<file path="src/rtl/host_if_pkg.sv">
// rtl/host_if_pkg.sv - shared opcodes, control bit index and state types for the host register bus
package host_if_pkg;

  // Bus state codes driven on state_o
  localparam logic [3:0] IDLE      = 4'd0;
  localparam logic [3:0] SETEP     = 4'd1;
  localparam logic [3:0] SETREG    = 4'd2;
  localparam logic [3:0] SETRVAL   = 4'd3;
  localparam logic [3:0] RDDATA    = 4'd4;
  localparam logic [3:0] RESETRVAL = 4'd5;
  localparam logic [3:0] WRDATA    = 4'd7;

  // ctl bit carrying the read/write strobe
  localparam int CTL_RDWR = 1;

  typedef enum logic [2:0] {
    S_IDLE,
    S_SETTLE,
    S_STROBE,
    S_HOLD,
    S_WAITRDY,
    S_GAP,
    S_DONE
  } mst_state_e;

  // Which phase of the command is on the bus; the last one is SETRVAL or RDDATA
  typedef enum logic [1:0] {
    PH_EP,
    PH_REG,
    PH_VAL
  } mst_phase_e;

  function automatic int max_of(input int a, input int b);
    return (a > b) ? a : b;
  endfunction

  function automatic logic [3:0] phase_op(input mst_phase_e ph, input logic wr);
    case (ph)
      PH_EP:   return SETEP;
      PH_REG:  return SETREG;
      default: return wr ? SETRVAL : RDDATA;
    endcase
  endfunction

endpackage

</file>
<file path="src/rtl/host_if_phase_timer.sv">
// rtl/host_if_phase_timer.sv - reloadable down-counter timing each bus state
module host_if_phase_timer #(
  parameter int W = 11
) (
  input  logic         if_clock,
  input  logic         resetb,
  input  logic         load,
  input  logic [W-1:0] load_val,
  output logic         expired
);

  localparam logic [W-1:0] ONE = W'(1);

  logic [W-1:0] count_d;
  logic [W-1:0] count_q;

  // A reload wins; otherwise count down and rest at zero
  always_comb begin
    count_d = count_q;
    if (load) begin
      count_d = load_val;
    end else if (count_q != '0) begin
      count_d = count_q - ONE;
    end
  end

  // Counter register
  always_ff @(posedge if_clock or negedge resetb) begin
    if (!resetb) begin
      count_q <= '0;
    end else begin
      count_q <= count_d;
    end
  end

  assign expired = (count_q == '0);

endmodule

</file>
<file path="src/rtl/host_interface_master.sv">
// rtl/host_interface_master.sv - initiator for the state-coded host register bus
module host_interface_master
  import host_if_pkg::*;
#(
  parameter int SETTLE_CYC  = 2,
  parameter int HOLD_CYC    = 2,
  parameter int GAP_CYC     = 1,
  parameter int TIMEOUT_CYC = 1024,
  parameter int EP_CACHE    = 1
) (
  input  logic        if_clock,
  input  logic        resetb,
  input  logic        cmd_valid,
  output logic        cmd_ready,
  input  logic        cmd_write,
  input  logic [15:0] cmd_ep,
  input  logic [15:0] cmd_addr,
  input  logic [15:0] cmd_wdata,
  output logic        rsp_valid,
  output logic [15:0] rsp_rdata,
  output logic        rsp_timeout,
  output logic        busy,
  output logic [3:0]  state_o,
  output logic [2:0]  ctl_o,
  input  logic        rdy_i,
  output logic [15:0] data_o,
  output logic        data_oe,
  input  logic [15:0] data_i
);

  localparam int MAX_CYC = max_of(max_of(SETTLE_CYC, HOLD_CYC), max_of(GAP_CYC, TIMEOUT_CYC));
  localparam int CW      = $clog2(MAX_CYC + 1);

  // Timer reload values: a state lasting N cycles expires on its Nth cycle
  localparam logic [CW-1:0] SETTLE_LD  = CW'(SETTLE_CYC - 1);
  localparam logic [CW-1:0] HOLD_LD    = CW'(HOLD_CYC - 1);
  localparam logic [CW-1:0] GAP_LD     = CW'(GAP_CYC - 1);
  localparam logic [CW-1:0] TIMEOUT_LD = CW'(TIMEOUT_CYC - 1);

  mst_state_e state_d, state_q;
  mst_phase_e phase_d, phase_q;

  logic        write_d, write_q;
  logic [15:0] ep_d, ep_q;
  logic [15:0] addr_d, addr_q;
  logic [15:0] wdata_d, wdata_q;
  logic [15:0] rd_d, rd_q;
  logic        to_d, to_q;
  logic [15:0] cache_ep_d, cache_ep_q;
  logic        cache_vld_d, cache_vld_q;

  logic        cmd_ready_d, cmd_ready_q;
  logic        rsp_valid_d, rsp_valid_q;
  logic [15:0] rsp_rdata_d, rsp_rdata_q;
  logic        rsp_timeout_d, rsp_timeout_q;
  logic        busy_d, busy_q;
  logic [3:0]  bus_state_d, bus_state_q;
  logic [2:0]  ctl_d, ctl_q;
  logic [15:0] data_o_d, data_o_q;
  logic        data_oe_d, data_oe_q;

  logic          tmr_load;
  logic [CW-1:0] tmr_val;
  logic          tmr_expired;
  logic [3:0]    cur_op;
  logic [3:0]    next_op;
  logic          next_drive;
  logic [15:0]   next_pval;

  host_if_phase_timer #(
    .W (CW)
  ) u_timer (
    .if_clock (if_clock),
    .resetb   (resetb),
    .load     (tmr_load),
    .load_val (tmr_val),
    .expired  (tmr_expired)
  );

  assign cur_op = phase_op(phase_q, write_q);

  // Phase sequencing, command capture, read-data capture and endpoint cache
  always_comb begin
    state_d       = state_q;
    phase_d       = phase_q;
    write_d       = write_q;
    ep_d          = ep_q;
    addr_d        = addr_q;
    wdata_d       = wdata_q;
    rd_d          = rd_q;
    to_d          = to_q;
    cache_ep_d    = cache_ep_q;
    cache_vld_d   = cache_vld_q;
    rsp_rdata_d   = rsp_rdata_q;
    rsp_timeout_d = rsp_timeout_q;
    tmr_load      = 1'b0;
    tmr_val       = '0;

    unique case (state_q)
      S_IDLE: begin
        if (cmd_valid && cmd_ready_q) begin
          write_d  = cmd_write;
          ep_d     = cmd_ep;
          addr_d   = cmd_addr;
          wdata_d  = cmd_wdata;
          rd_d     = '0;
          to_d     = 1'b0;
          phase_d  = ((EP_CACHE != 0) && cache_vld_q && (cmd_ep == cache_ep_q)) ? PH_REG : PH_EP;
          state_d  = S_SETTLE;
          tmr_load = 1'b1;
          tmr_val  = SETTLE_LD;
        end
      end
      S_SETTLE: begin
        if (tmr_expired) begin
          state_d = S_STROBE;
        end
      end
      S_STROBE: begin
        tmr_load = 1'b1;
        if (cur_op == RDDATA) begin
          state_d = S_WAITRDY;
          tmr_val = TIMEOUT_LD;
        end else begin
          state_d = S_HOLD;
          tmr_val = HOLD_LD;
        end
      end
      S_HOLD: begin
        if (tmr_expired) begin
          state_d  = S_GAP;
          tmr_load = 1'b1;
          tmr_val  = GAP_LD;
        end
      end
      S_WAITRDY: begin
        // rdy_i is checked first so it wins over a same-cycle timeout
        if (rdy_i) begin
          rd_d     = data_i;
          to_d     = 1'b0;
          state_d  = S_GAP;
          tmr_load = 1'b1;
          tmr_val  = GAP_LD;
        end else if (tmr_expired) begin
          rd_d     = '0;
          to_d     = 1'b1;
          state_d  = S_GAP;
          tmr_load = 1'b1;
          tmr_val  = GAP_LD;
        end
      end
      S_GAP: begin
        if (tmr_expired) begin
          if (phase_q == PH_VAL) begin
            state_d       = S_DONE;
            rsp_rdata_d   = rd_q;
            rsp_timeout_d = to_q;
            if (to_q) begin
              cache_vld_d = 1'b0;
            end else begin
              cache_ep_d  = ep_q;
              cache_vld_d = 1'b1;
            end
          end else begin
            phase_d  = (phase_q == PH_EP) ? PH_REG : PH_VAL;
            state_d  = S_SETTLE;
            tmr_load = 1'b1;
            tmr_val  = SETTLE_LD;
          end
        end
      end
      S_DONE: begin
        state_d = S_IDLE;
      end
      default: begin
        state_d = S_IDLE;
      end
    endcase
  end

  // Bus and handshake outputs decoded from the next state so they register in step with it
  always_comb begin
    next_op    = phase_op(phase_d, write_d);
    next_drive = (state_d inside {S_SETTLE, S_STROBE, S_HOLD}) && (next_op != RDDATA);
    case (phase_d)
      PH_EP:   next_pval = ep_d;
      PH_REG:  next_pval = addr_d;
      default: next_pval = wdata_d;
    endcase
    bus_state_d     = (state_d inside {S_SETTLE, S_STROBE, S_HOLD, S_WAITRDY}) ? next_op : IDLE;
    ctl_d           = '0;
    ctl_d[CTL_RDWR] = (state_d == S_STROBE);
    data_oe_d       = next_drive;
    data_o_d        = next_drive ? next_pval : '0;
    cmd_ready_d     = (state_d == S_IDLE);
    busy_d          = (state_d != S_IDLE) && (state_d != S_DONE);
    rsp_valid_d     = (state_d == S_DONE);
  end

  // All FSM and output registers; reset drops any command in flight and the cache
  always_ff @(posedge if_clock or negedge resetb) begin
    if (!resetb) begin
      state_q       <= S_IDLE;
      phase_q       <= PH_EP;
      write_q       <= 1'b0;
      ep_q          <= '0;
      addr_q        <= '0;
      wdata_q       <= '0;
      rd_q          <= '0;
      to_q          <= 1'b0;
      cache_ep_q    <= '0;
      cache_vld_q   <= 1'b0;
      cmd_ready_q   <= 1'b0;
      rsp_valid_q   <= 1'b0;
      rsp_rdata_q   <= '0;
      rsp_timeout_q <= 1'b0;
      busy_q        <= 1'b0;
      bus_state_q   <= IDLE;
      ctl_q         <= '0;
      data_o_q      <= '0;
      data_oe_q     <= 1'b0;
    end else begin
      state_q       <= state_d;
      phase_q       <= phase_d;
      write_q       <= write_d;
      ep_q          <= ep_d;
      addr_q        <= addr_d;
      wdata_q       <= wdata_d;
      rd_q          <= rd_d;
      to_q          <= to_d;
      cache_ep_q    <= cache_ep_d;
      cache_vld_q   <= cache_vld_d;
      cmd_ready_q   <= cmd_ready_d;
      rsp_valid_q   <= rsp_valid_d;
      rsp_rdata_q   <= rsp_rdata_d;
      rsp_timeout_q <= rsp_timeout_d;
      busy_q        <= busy_d;
      bus_state_q   <= bus_state_d;
      ctl_q         <= ctl_d;
      data_o_q      <= data_o_d;
      data_oe_q     <= data_oe_d;
    end
  end

  assign cmd_ready   = cmd_ready_q;
  assign rsp_valid   = rsp_valid_q;
  assign rsp_rdata   = rsp_rdata_q;
  assign rsp_timeout = rsp_timeout_q;
  assign busy        = busy_q;
  assign state_o     = bus_state_q;
  assign ctl_o       = ctl_q;
  assign data_o      = data_o_q;
  assign data_oe     = data_oe_q;

endmodule

</file>
<file path="config.mk">
export PLATFORM = sky130hd
export DESIGN_NAME = host_interface_master
export DESIGN_NICKNAME = d
export VERILOG_FILES = /design/src/rtl/host_if_pkg.sv /design/src/rtl/host_if_phase_timer.sv /design/src/rtl/host_interface_master.sv
export SDC_FILE = /design/constraint.sdc
export NUM_CORES = 1
export LEC_CHECK = 0
export BUFFER_PORTS_ARGS = -buffer_cell sky130_fd_sc_hd__buf_2
export CORE_ASPECT_RATIO = 1.2
export CORE_MARGIN = 2
export CORE_UTILIZATION = 35
export DETAILED_ROUTE_END_ITERATION = 12
export PLACE_DENSITY = 0.5
export RECOVER_POWER = 100
export SETUP_SLACK_MARGIN = 0.4
export SLEW_MARGIN = 10
export SYNTH_ARGS = -nofsm -noshare
export SYNTH_HDL_FRONTEND = slang
export SYNTH_SLANG_ARGS = --single-unit
</file>
<file path="constraint.sdc">
create_clock -name if_clock -period 2.9 [get_ports if_clock]
set_input_delay 0.58 -clock if_clock [delete_from_list [all_inputs] [get_ports if_clock]]
set_output_delay 0.58 -clock if_clock [all_outputs]
set_load 0.01 [all_outputs]
</file>
After elaboration in Yosys (flattened, before gate mapping):

Cells that the tools add are included.

* register bits after elaboration: 141
* logic and storage cells: 110
* output and inout bits: 44
* input port bits: 69

* equality and inequality tests: 19
* multiplexer cells: 51
* reductions and logical operators: 18
* bitwise logic cells: 1
* add/sub/neg operators: 1

Operators with widths (count)
* $mux 16: 10
* $pmux 16 s2: 2
* $pmux 10 s3: 1
* $mux 3: 9
* $mux 11: 2
* $pmux 3 s6: 1
* $eq 16x16->1: 1
* $mux 1: 15
* $eq 3x2->1 const B: 4
* $eq 3x3->1 const B: 4
* $pmux 3 s2: 2
* $logic_not 11->1: 1
* $reduce_bool 11->1: 1
* $sub 11x1->11 const B: 1
* $mux 10: 1
* $mux 2: 4
* $eq 3x1->1 const B: 2
* $logic_not 3->1: 2
* $ne 3x3->1 const B: 2
* $reduce_and 3->1: 2
* $reduce_bool 3->1: 2
* $pmux 1 s5: 1
* $eq 2x1->1 const B: 2
* $eq 4x3->1 const B: 1
* 12 further kinds: 17

Depth between registers and ports, before layout:

* depth after elaboration: 10
* gate-level depth with buffers: 13
* mapped depth without buffers: 11

By module:

Synthesis repeated with hierarchy kept, for this count alone.

* cell total of the unflattened synthesis: 531
* area total of the unflattened synthesis: 5987.0 um^2

Modules (own cells, without submodules)
* host_interface_master: cells each 468, seq. area each 3228.1 um^2, area an instance 5360.1 um^2, times used 1
* host_if_phase_timer: cells each 63, seq. area each 275.3 um^2, area an instance 626.9 um^2, times used 1

Worst setup path before layout:

OpenSTA, ideal clock, no wires.

* path type: register to register
* start: register u_timer.count_q[0]
* end: register data_o_q[14] (netlist: data_o[14])
* arrival: 2.440 ns
* period minus slack after synthesis: 2.569 ns
* cell stages (with the launch flop): 12
* setup time: 0.129 ns
* path buffers: 2
* slack: 0.331 ns
* data required time: 2.771 ns
* cell sequence: dfrtp_1 -> inv_1 -> ha_1 -> nor3b_2 -> and4b_1 -> buf_6 -> mux2_1 -> a211o_2 -> and2_4 -> nand3_2 -> buf_6 -> o22ai_2

* word-level cells in the longest chain between the ends: 8
* elaborated cells on any way between the ends: 19
* those cells by class: 5 x eq/ne; 10 x mux; 4 x reduce/logical

Ends and longest elaborated chain
* start, declared: line host_if_phase_timer.sv:15 `logic [W-1:0] count_q;`
* start signal, assigned: line host_if_phase_timer.sv:32 `count_q <= count_d;`
* $logic_not 11->1 *: line host_if_phase_timer.sv:36 `assign expired = (count_q == '0);`
* $mux 2 or $mux 3 (tied branches): line host_interface_master.sv:153, host_interface_master.sv:130, host_interface_master.sv:144
* $pmux 2 s2 or $mux 3 (tied branches): line host_interface_master.sv:99, host_interface_master.sv:138
* $eq 2x1->1, or another cell as far along: line host_if_pkg.sv:38, host_interface_master.sv:185
* $pmux 3 s2, or another cell as far along: line host_if_pkg.sv:38 `case (ph)`
* $ne 4x3->1 or $reduce_bool 3->1 (tied branches): line host_interface_master.sv:184 `next_drive = (state_d inside {S_SETTLE, S_STROBE, S_HOLD}) && (next_op != RDDATA);`
* $logic_and 1x1->1: line host_interface_master.sv:184
* $mux 16 *: line host_interface_master.sv:194 `data_o_d = next_drive ? next_pval : '0;`
* via data_o_d[14]: line host_interface_master.sv:59 `logic [15:0] data_o_d, data_o_q;`
* end signal, assigned: line host_interface_master.sv:240 `data_o_q <= data_o_d;`
* end, declared: line host_interface_master.sv:59

The timed path passes the listed nets; every way through them passes the cells marked *.
A chain may end at the register's enable or synchronous reset.

Final worst setup path:

* start: register u_timer.count_q[1]
* end: register bus_state_q[2] (netlist: state_o[2])

* word-level cells in the longest chain between the ends: 7
* elaborated cells on any way between the ends: 17
* those cells by class: 5 x eq/ne; 9 x mux; 3 x reduce/logical

Ends and longest elaborated chain
* $logic_not 11->1 *: line host_if_phase_timer.sv:36
* $mux 3: line host_interface_master.sv:130, host_interface_master.sv:144
* $mux 3: line host_interface_master.sv:138 `if (rdy_i) begin`
* $pmux 3 s6: line host_interface_master.sv:99 `unique case (state_q)`
* $eq 3x1->1, or another cell as far along: line host_interface_master.sv:190 `bus_state_d = (state_d inside {S_SETTLE, S_STROBE, S_HOLD, S_WAITRDY}) ? next_op : IDLE;`
* $reduce_bool 4->1: line host_interface_master.sv:190
* $mux 4 *: line host_interface_master.sv:190
* via bus_state_d[2]: line host_interface_master.sv:57 `logic [3:0] bus_state_d, bus_state_q;`
* end signal, assigned: line host_interface_master.sv:238 `bus_state_q <= bus_state_d;`
* end, declared: line host_interface_master.sv:57

Marks and branches as above.

==> flow_summary.json <==
{
  "fmax_mhz": 379.4,
  "grt.busiest_layer": "met2",
  "grt_pass1_vias": 4965,
  "arrival_ps": 2910,
  "slowest_stage": "dfrtp_1",
  "ir_drop_mv": 0.3365,
  "met3_usage_pct": 5.366,
  "p_leak_uw": 0.004112,
  "placed_area_mm2": 0.007074,
  "clkSinkCount": 140,
  "synth_top_cells_by_count": "dfrtp_1 (140), nand2_1 (121), inv_1 (38)",
  "finalSetupViolations": 0,
  "ioPinCount": 113,
  "path_cells": "inv_1 -> ha_1 -> nor3b_4 -> and4b_2 -> buf_6 -> mux2_4 -> a211o_4 -> and2_4 -> nor2_1 -> nor3_1",
  "synthMuxAreaShare_pct": 8.942,
  "gp_congestion": 0.8009,
  "critical_path_class": "reg2reg",
  "drt_iter0_markers": 259,
  "synth_compound_area_share_pct": 12.32,
  "synth_xor_xnor_area_share_pct": 3.214,
  "via_per_inst": 5.002,
  "clock_path_buffers": 2,
  "grt_max_degree": 47,
  "firstDrtPassIters": 4,
  "wl_per_cell_um": 17.27,
  "setup_tns_ps": 0,
  "dieHeight_um": 150.6,
  "synth_area_mm2": 0.006269,
  "cp-start-kind": "flip-flop",
  "synthSimpleGateAreaFrac_pct": 13.77,
  "syn_avg_cell_area_um2": 11.15,
  "outcome": "finished clean",
  "drive_gt1_share_pct": 27.64,
  "fin_crit_sh_pct": 90.88,
  "clk_pin_slew_ps": 60,
  "grt_setup_unrepaired": "yes",
  "yosys.area.top_type_share_pct": 55.89,
  "coreArea_mm2": 0.01751,
  "grt_pass1_wl_um": 25530,
  "syn_to_final_growth_pct": 26.33,
  "synth_top_cell_by_area": "dfrtp_1",
  "grt_use_total_pct": 17.13,
  "maxCapViolations": 0,
  "synth_seq_area_share_pct": 55.89,
  "cp_max_fo": 4,
  "final_cell_area_mm2": 0.007919,
  "vias": 4707,
  "synth-seq-cells": 140,
  "slew_headroom_pct": 2.398,
  "skew_ps": 12.08,
  "synth_top_flop_cell": "dfrtp_1",
  "numCtsBuffers": 17,
  "hp-class": "in2async",
  "synth_fa_ha_area_share_pct": 0.1996,
  "grtUsageMet2_pct": 29.19,
  "num_rows": 53,
  "synthesis.instances": 562,
  "start_util_pct": 35.81,
  "slew_violations": 0,
  "cp-end-kind": "flip-flop",
  "worst_pin_slew_ps": 1464,
  "drt_wl_total_um": 16250,
  "dpl.hpwl_um": 10240,
  "clkLatencyLatePin_ps": 420,
  "finalHoldViolations": 0,
  "cts-root-buf": "clkbuf_16",
  "cpPeakStageDelay_ps": 390,
  "synth_edf_count": 0,
  "route.detailed.drc": 0,
  "p_per_area_mw_per_mm2": 531.1,
  "io_buffers": 109,
  "antenna_found_initial": 2,
  "final_nets": 777,
  "fin_crit_ps": 2636,
  "ys_top_cells_by_area": "dfrtp_1 (56%), nand2_1 (7.2%), mux2i_1 (5.1%), xor2_1 (2.8%), a21oi_1 (2.4%)",
  "synth_top_family_by_area": "simple AND/OR/NAND/NOR gates",
  "fill_cells": 1756,
  "use_met1_pct": 20.87,
  "yosysMostFrequentCell": "dfrtp_1",
  "yosys_warnings": 0,
  "synthDistinctLibCells": 63,
  "die_w_um": 126.2,
  "drtAntennaViolNets": 0,
  "cts_tree": "built",
  "grt_overflow": 0,
  "cp.required_ps": 3170,
  "async_reset_ff_share_pct": 100.0,
  "htreeDepth": 4,
  "die-area_mm2": 0.01900
}
-- registers in the layout (all words and copies together) (netlist names) --
signal           flops
cache_ep_q          16
state_o              3
rsp_valid            1
addr_q              16
wdata_q             16
rd_q                16
data_oe              1
rsp_timeout          1
busy                 1
write_q              1
u_timer.count_q     11
state_q              3
cmd_ready            1
rsp_rdata           16
data_o              16
cache_vld_q          1
ep_q                16
ctl_o                1
to_q                 1
phase_q              2
-- cell type report --
type	instances	area, um^2	share of cell area [%]
antenna	1	2.502	0.03160
clock inverter	13	141.4	1.785
timing repair inverter	2	12.51	0.1580
multi-input combinational	353	2479	31.30
sequential	140	3505	44.26
clock buffer	19	442.9	5.593
tap	220	275.3	3.476
timing repair buffer	154	905.9	11.44
inverter	39	155.1	1.959
-- cell families (layout without fill, tap and decap cells) --
group | Yosys count | after routing
AOI/OAI and AO/OA | 98 | 98
buffers and inverters | 73 | 227
adders and majority gates | 1 | 1
and+or+nand+nor | 176 | 178
DFF | 140 | 140
muxes | 50 | 50
other | 1 | 4
xor gates and xnor gates | 23 | 23
-- stage by stage --
step	power, uW	hold WS, ps	instances	utilization (%)	setup slack, ps
6_report	4206	86.17	941	45.23	264.4
3_5_place_dp	2106	457.6	877	40.41	-108.9
2_1_floorplan	2004	284.4	564	-	401.1
4_1_cts	4270	100.4	926	45.42	343.3
5_1_grt	4378	100.4	940	45.22	139.7
3_3_place_gp	2103	450.0	877	40.41	42.75
-- worst max-delay path: cells and delay by family, from the launching register on --
kind | cells | cell delay, ps
AO/OA/AOI/OAI | 1 | 360
adder cells (fa/ha/maj) | 1 | 160
buffers and inverters | 2 | 210
flip-flops | 1 | 390
AND/OR/NAND/NOR | 5 | 1060
multiplexers | 1 | 300
-- repair_timing --
action                                  in CTS  in global routing
endpoints found under the setup margin      66                 58
gates resized for setup                     31                 22
setup buffers                               14                 11
cloned                                       3                  3
pin swaps                                   11                 21
hold buffers                                 0                  0
-- path summary, 6_finish.rpt --
path                       slack, ps  depth (start not counted)                        endpoint                      startpoint
min reg2reg                      470                          2        rsp_rdata[7]$_DFFE_PN0P_             rd_q[7]$_DFFE_PN0P_
min                               90                          1  u_timer.count_q[6]$_DFFE_PN0P_                          resetb
max reg2reg                      260                         10            state_o[2]$_DFF_PN0_  u_timer.count_q[1]$_DFFE_PN0P_
max in group asynchronous       1100                          2            rd_q[13]$_DFFE_PN0P_                          resetb
max                              260                         10            state_o[2]$_DFF_PN0_  u_timer.count_q[1]$_DFFE_PN0P_
min in group if_clock            380                          2             rd_q[5]$_DFFE_PN0P_                       data_i[5]
-- per-layer routing --
metal  wire length (um)  up-vias
met4                254        0
met5                  0        -
met3                837       22
li1                   -     2208
met2               8170      111
met1               6990     2366
-- placed cells by master (no fill, tap or decap), types with 4 or more instances in the layout --
master,count
a21oi_2,6
a31o_2,13
o22ai_1,10
xor2_1,20
mux2_4,5
nor2_1,11
clkinv_4,4
nor3_1,6
o22ai_2,6
mux2_1,12
mux2i_1,32
clkbuf_1,46
inv_1,36
a21oi_1,24
buf_6,5
buf_4,30
clkbuf_16,19
nor4_1,5
buf_2,67
clkinvlp_4,5
a22o_1,16
nand2_1,121
dfrtp_1,139
-- where the power goes --
part | switching (uW) | leakage, uW | internal [uW] | total [uW]
sequential | 0 | 0.00190 | 1950 | 1950
clock | 853 | 0.000280 | 1290 | 2140
combinational | 66.8 | 0.00193 | 40.9 | 108
total | 919 | 0.00411 | 3290 | 4210
No activity file was read; power rests on OpenSTA's default activity.
